File: config.mk
export PLATFORM = sky130hd
export DESIGN_NAME = sqrt_inverse_16bit
export DESIGN_NICKNAME = d
export VERILOG_FILES = /design/src/rtl/sqrt_inverse_16bit.sv
export SDC_FILE = /design/constraint.sdc
export NUM_CORES = 1
export LEC_CHECK = 0
export ABC_AREA = 1
export CAP_MARGIN = 25
export CORE_AREA = 5 5 95 97
export CTS_CLUSTER_SIZE = 24
export DETAILED_ROUTE_END_ITERATION = 16
export DIE_AREA = 0 0 100 102
export GPL_ROUTABILITY_DRIVEN = 0
export PLACE_DENSITY = 0.72
export SETUP_SLACK_MARGIN = 0.05
export SLEW_MARGIN = 10
export SYNTH_ARGS = -nofsm -noshare
export SYNTH_HDL_FRONTEND = slang
export SYNTH_SLANG_ARGS = --single-unit
File: constraint.sdc
create_clock -name clk -period 2.44 [get_ports clk]
set_input_delay 0.366 -clock clk [delete_from_list [all_inputs] [get_ports clk]]
set_output_delay 0.366 -clock clk [all_outputs]
set_load 0.01 [all_outputs]
File: src/rtl/sqrt_inverse_16bit.sv
// sqrt_inverse_16bit: rebuilds radical = q*q + remainder from a sqrt root/remainder pair.
// Iterative shift-add squarer with a start/busy/done handshake; one iteration per clock,
// QW iterations per result.
// Optional macro SQRT_INV_CHECK_EN: when defined, the invalid output flags pairs with
// remainder > 2*q (not a legal sqrt result). When undefined, invalid is tied to 0.
module sqrt_inverse_16bit #(
    parameter int QW = 8
) (
    input  logic              clk,
    input  logic              rst_n,
    input  logic              start,
    input  logic [QW-1:0]     q,
    input  logic [QW:0]       remainder,
    output logic              busy,
    output logic              done,
    output logic [2*QW-1:0]   radical,
    output logic              overflow,
    output logic              invalid
);

    // Accumulator is one bit wider than the radical so the carry out becomes overflow.
    localparam int AW = 2*QW + 1;
    localparam int CW = (QW > 1) ? $clog2(QW) : 1;

    localparam logic [0:0] S_IDLE = 1'b0;
    localparam logic [0:0] S_CALC = 1'b1;

    logic [0:0]      state_q,   state_d;
    logic [CW-1:0]   cnt_q,     cnt_d;
    logic [QW-1:0]   mcand_q,   mcand_d;
    logic [QW-1:0]   mplier_q,  mplier_d;
    logic [AW-1:0]   acc_q,     acc_d;
    logic            busy_q,    busy_d;
    logic            done_q,    done_d;
    logic [2*QW-1:0] radical_q, radical_d;
    logic            ovf_q,     ovf_d;
`ifdef SQRT_INV_CHECK_EN
    logic            inv_pend_q, inv_pend_d;
    logic            inv_q,      inv_d;
`endif

    logic [AW-1:0]   addend;
    logic [AW-1:0]   sum;
    logic            last_iter;

    // Partial product for this iteration and the running sum it produces.
    always_comb begin
        addend    = mplier_q[0] ? (AW'(mcand_q) << cnt_q) : '0;
        sum       = acc_q + addend;
        last_iter = (cnt_q == CW'(QW - 1));
    end

    // Next-state logic: capture in IDLE, one shift-add per cycle in CALC.
    always_comb begin
        state_d   = state_q;
        cnt_d     = cnt_q;
        mcand_d   = mcand_q;
        mplier_d  = mplier_q;
        acc_d     = acc_q;
        busy_d    = busy_q;
        done_d    = 1'b0;
        radical_d = radical_q;
        ovf_d     = ovf_q;
`ifdef SQRT_INV_CHECK_EN
        inv_pend_d = inv_pend_q;
        inv_d      = inv_q;
`endif
        case (state_q)
            S_IDLE: begin
                if (start) begin
                    mcand_d  = q;
                    mplier_d = q;
                    acc_d    = AW'(remainder);
                    cnt_d    = '0;
                    busy_d   = 1'b1;
                    state_d  = S_CALC;
`ifdef SQRT_INV_CHECK_EN
                    // Legal sqrt pairs satisfy remainder <= 2*q.
                    inv_pend_d = (remainder > {q, 1'b0});
`endif
                end
            end
            S_CALC: begin
                acc_d    = sum;
                mplier_d = mplier_q >> 1;
                cnt_d    = cnt_q + CW'(1);
                if (last_iter) begin
                    // Final sum goes straight to the outputs; no extra cycle.
                    radical_d = sum[2*QW-1:0];
                    ovf_d     = sum[2*QW];
`ifdef SQRT_INV_CHECK_EN
                    inv_d     = inv_pend_q;
`endif
                    cnt_d     = '0;
                    done_d    = 1'b1;
                    busy_d    = 1'b0;
                    state_d   = S_IDLE;
                end
            end
            default: begin
                state_d = S_IDLE;
                busy_d  = 1'b0;
            end
        endcase
    end

    // State register; reset clears everything and drops any in-flight result.
    always_ff @(posedge clk or negedge rst_n) begin
        if (!rst_n) begin
            state_q   <= S_IDLE;
            cnt_q     <= '0;
            mcand_q   <= '0;
            mplier_q  <= '0;
            acc_q     <= '0;
            busy_q    <= 1'b0;
            done_q    <= 1'b0;
            radical_q <= '0;
            ovf_q     <= 1'b0;
`ifdef SQRT_INV_CHECK_EN
            inv_pend_q <= 1'b0;
            inv_q      <= 1'b0;
`endif
        end else begin
            state_q   <= state_d;
            cnt_q     <= cnt_d;
            mcand_q   <= mcand_d;
            mplier_q  <= mplier_d;
            acc_q     <= acc_d;
            busy_q    <= busy_d;
            done_q    <= done_d;
            radical_q <= radical_d;
            ovf_q     <= ovf_d;
`ifdef SQRT_INV_CHECK_EN
            inv_pend_q <= inv_pend_d;
            inv_q      <= inv_d;
`endif
        end
    end

    assign busy     = busy_q;
    assign done     = done_q;
    assign radical  = radical_q;
    assign overflow = ovf_q;
`ifdef SQRT_INV_CHECK_EN
    assign invalid  = inv_q;
`else
    assign invalid  = 1'b0;
`endif

endmodule
Word level (Yosys, flattened, before mapping)
Cells that the tools add are included.
{"block": "classes", "n_reduce_logical": 3, "n_addsub": 2, "mux": 16, "eq_ne": 3, "bitwise": 1, "shifts": 1}
{"operator": "$mux 17", "count": 2}
{"operator": "$pmux 17 s2", "count": 1}
{"operator": "$add 17x17->17", "count": 1}
{"operator": "$shl 8x3->17", "count": 1}
{"operator": "$pmux 8 s2", "count": 1}
{"operator": "$mux 8", "count": 1}
{"operator": "$mux 1", "count": 6}
{"operator": "$mux 3", "count": 2}
{"operator": "$pmux 3 s2", "count": 1}
{"operator": "$reduce_and 2->1", "count": 3}
{"operator": "$pmux 1 s2", "count": 2}
{"operator": "$add 3x1->3 const B", "count": 1}
{"operator": "$eq 3x3->1 const B", "count": 1}
{"operator": "$ne 2x1->1 const B", "count": 1}
{"operator": "$ne 2x2->1 const B", "count": 1}
{"operator": "$not 1->1", "count": 1}
{"block": "totals", "word_cells": 35, "ff_bits": 56}

Longest topological paths before layout
{"block": "depth", "depth_word": 4, "depth_mapped": 17, "depth_no_buf": 16}

Worst setup path before layout
No wires, ideal clock.
{"block": "synth_timing", "path_type": "register -> register", "from": "register cnt_q[0]", "to": "register acc_q[8]", "path_slack_ps": 212, "t_arrival_ps": 2107, "path_stages_with_launch": 15, "period_less_slack_ps": 2228, "n_path_buf": 2, "path_cell_list": "dfrtp_1 -> buf_2 -> buf_4 -> nand2_1 -> o21ai_0 -> o21ai_0 -> o22ai_1 -> ha_1 -> nand2_1 -> inv_2 -> a21oi_4 -> nand2_2 -> or2_4 -> nand3_2 -> nand3_2"}
{"block": "synth_between", "elab_chain_cells": 4}
{"item": "start: declaration", "line": "29", "rtl": "logic [CW-1:0] cnt_q, cnt_d;"}
{"item": "start signal: assignment", "line": "125", "rtl": "cnt_q <= cnt_d;"}
{"item": "$shl 8x3->17", "line": "48", "rtl": "addend = mplier_q[0] ? (AW'(mcand_q) << cnt_q) : '0;"}
{"item": "$mux 17", "line": "48"}
{"item": "$add 17x17->17", "line": "49", "rtl": "sum = acc_q + addend;"}
{"item": "$pmux 17 s2", "line": "68", "rtl": "case (state_q)"}
{"item": "end signal: assignment", "line": "114", "rtl": "acc_q <= '0;"}
{"item": "end signal: assignment", "line": "128", "rtl": "acc_q <= acc_d;"}
{"item": "end: declaration", "line": "32", "rtl": "logic [AW-1:0] acc_q, acc_d;"}
Every way passes these cells.
A chain may end at the register's enable or synchronous reset.

Worst setup path in the final report
Same ends and word-level chain as after synthesis.

==> metrics.md <==
| Metric | Value |
|---|---|
| Status | `complete, no violations` |
| CP Capture Type | `register` |
| Setup violations, final | `0` |
| Vias in the first global route | `3352` |
| Unique masters post-synth | `32` |
| Yosys top cell by area | `dfrtp_1` |
| Maximum vdd drop | `0.623 mV` |
| Internal | `3.10 mW` |
| Max-slew headroom | `55.5%` |
| Initial Util | `44.0%` |
| Sequential share of power | `29.3%` |
| Worst Path Arrival | `2.54 ns` |
| Met3 usage | `2.66%` |
| Crit-path max cell delay | `0.44 ns` |
| Port bufs | `38` |
| Hold Crit Class | `in -> async` |
| Largest net degree at the start of global routing | `30` |
| Final worst slack | `0.113 ns` |
| Psw | `2.67 mW` |
| Max Slew Vio Count | `0` |
| Unrepaired setup endpoints after global routing | `yes` |
| Synthesis-to-finish area growth | `24.5%` |
| Synth Instances | `495` |
| Leakage | `2.26 nW` |
| Critical path launch point type | `register` |
| ANT cells | `0` |
| Initial antenna violation count | `0` |
| Final Cell Area | `4410 um2` |
| DRT Pass-1 Iters | `4` |
| Power Dens Cells | `1310 nW/um2` |
| Global route hottest layer | `met2` |
| Number of buffers inserted by hold repair at cts | `0` |
| Yosys warnings | `0` |
| Number of remaining DRC errors | `0` |
| Std cell rows | `33` |
| Remaining antenna violation count | `0` |
| Die X | `100 um` |
| CTS clk-pin slew, worst paths | `0.10 ns` |
| Slew of the pin with the lowest slew margin | `0.667 ns` |
| Die Y | `102 um` |
| Synthesized cell area | `3540 um2` |
| Layout cell share with drive strength beyond 1 | `20.4%` |
| Die area | `10200 um2` |
| WP data required | `2.65 ns` |
| All-layer global routing usage | `17.4%` |
| # IOs | `40` |
| Placed Area | `4040 um2` |
| CTS tree | `done` |
| Max Buffers Root-to-Sink | `2` |
| Post-synthesis sequential area ratio | `39.6%` |
| Switching Share | `46.4%` |
| Critical path type | `reg -> reg` |
| Synth top area share | `39.6%` |
| First-pass GRT wire length | `14.5 mm` |
| Syn Area/Cell | `7.15 um2` |
| Starting DRC count in detailed routing | `247` |
| Worst Clk Skew | `0.00937 ns` |
| Slowest CP cell | `dfrtp_2` |
| Routed wire length | `8.92 mm` |
| Tot Pwr | `5.77 mW` |
| Crit path depth | `13` |
| Final nets | `578` |
| Setup TNS | `0 ns` |
| Vias per std cell | `5.06` |
| Clock Tree Root | `clkbuf_8` |
| Max Cap Viol | `0` |
| Period utilization | `95.4%` |
| Delay-heaviest family, CP | `simple AND/OR/NAND/NOR gates` |
| R2r worst-path depth | `13` |
| WL/cell | `13.8 um` |
| CTS Buf Count | `5` |
| Met2 usage | `30.7%` |
| Net count of the mapped netlist | `533` |
| Post-layout util | `54.7%` |
| Dominant cells by area after synthesis | `dfrtp_1, nand2_1, ha_1` |
| Synth Register Bits | `56` |
| Worst skew pair latency | `0.31 ns` |
| Final hold vios | `0` |
| Tmin final | `2.33 ns` |
| Core ar. | `8050 um2` |
| Worst Path Buf+Inv | `1` |
| Via count | `3266` |
| Htree depth | `2` |
| Setup WS pre-CTS | `0.00165 ns` |
| Comb power frac | `62.1%` |
| Critical path, cell by cell | `buf_6, o21ai_2, nand2_1, o21ai_2, o22ai_2, ha_1, nand2_1, nand2_2, a21oi_4, nand2_4, or2_4, nand3_2, nand3_2` |
| F_max | `0.430 GHz` |
| Crit-path max FO | `9` |
| GR Overflow Total | `0` |
| Dpl hpwl | `6.19 mm` |
| M1 GR Usage | `21.3%` |
| CTS Sinks | `56` |
| Clk pwr share | `8.6%` |
routing by layer:
layer  vias up  part of all wire, %
met5         -                    0
met4         0                  2.1
li1       1635                    -
met3        17                  4.0
met1      1541                   43
met2        73                   51
state kept, by name (all words and copies together), names as in the netlist:
register  flops
acc_q        17
busy          1
cnt_q         3
done          1
mcand_q       8
mplier_q      8
overflow      1
radical      16
state_q       1
power by group through the flow:
stage / registers (mW) / clock network (mW) / logic, mW
after detailed placement: 1.69 / 0 / 2.98
after floorplan: 1.64 / 0 / 2.15
after global placement: 1.68 / 0 / 2.91
after global routing: 1.75 / 0.539 / 3.99
final: 1.69 / 0.495 / 3.58
after CTS: 1.68 / 0.504 / 3.01
through the flow:
step / instances / hold slack (ns)
after floorplan: 495 / 0.0704
after global placement: 630 / 0.431
after detailed placement: 630 / 0.431
after CTS: 637 / 0.0976
after global routing: 645 / 0.104
final: 645 / 0.0801
kinds of logic (layout without fill, tap and decap cells):
logic type,Yosys count,in the layout,share of synthesized area [%]
AND/OR/NAND/NOR,306,306,38.3
buffers and inverters,74,119,8.48
flip-flops,56,56,39.6
AO/OA/AOI/OAI,37,37,6.22
adder cells (fa/ha/maj),18,18,6.57
XOR/XNOR,3,3,0.742
other,1,1,0.106
cell type report:
cell class | count | area, um2
Fill cell | 758 | 3640
Multi-Input combinational cell | 365 | 2060
Sequential cell | 56 | 1400
Timing Repair Buffer | 53 | 508
Inverter | 58 | 221
Tap cell | 105 | 131
Clock buffer | 6 | 72.6
Clock inverter | 1 | 5.00
Timing Repair inverter | 1 | 5.00
cells in the mapped netlist (all sizes together):
master  instances
ha             17
a21oi           7
inv            57
nor2           21
conb            1
o22ai           8
xnor2           2
dfrtp          56
nand2         223
or2             7
xor2            1
nand3b          4
nor3            4
o21ai          21
clkinv          1
clkbuf          2
o211ai          1
fa              1
buf            14
nand3          47
layout by cell type, fill, tap and decap left out, drive strengths merged:
cell | Yosys | routed
nand3 | 47 | 47
nor2 | 21 | 21
nand2 | 223 | 223
o22ai | 8 | 8
a21oi | 7 | 7
conb | 1 | 1
fa | 1 | 1
inv | 57 | 57
nor3 | 4 | 4
dfrtp | 56 | 56
clkinv | 1 | 1
xnor2 | 2 | 2
ha | 17 | 17
or2 | 7 | 7
clkbuf | 2 | 6
clkinvlp | 0 | 2
o211ai | 1 | 1
buf | 14 | 16
clkdlybuf4s50 | 0 | 37
o21ai | 21 | 21
nand3b | 4 | 4
xor2 | 1 | 1
what timing repair did:
item / 4_1_cts / 5_1_grt
gates cloned: 0 / 1
setup buffers: 0 / 7
setup endpoints to repair: 17 / 24
gates resized for setup: 1 / 69
pin swaps: 0 / 14
worst reg2reg max path, cell delays in order, from the launching register on:
cell and delay, ns:
dfrtp_2 0.44, buf_6 0.15, o21ai_2 0.18, nand2_1 0.10
o21ai_2 0.08, o22ai_2 0.11, ha_1 0.38, nand2_1 0.11
nand2_2 0.09, a21oi_4 0.14, nand2_4 0.09, or2_4 0.24
nand3_2 0.06, nand3_2 0.05
worst paths after layout:
kind                       startpoint           to  slack (ns)
setup reg to reg             cnt_q[0]     acc_q[8]        0.11
hold reg to reg              overflow     overflow        0.48
setup / recovery             cnt_q[0]     acc_q[8]        0.11
hold / removal                  rst_n  mplier_q[2]        0.08
max in group asynchronous       rst_n      state_q        1.76
min in group clk             overflow     overflow        0.48
No activity file was read; power rests on OpenSTA's default activity.
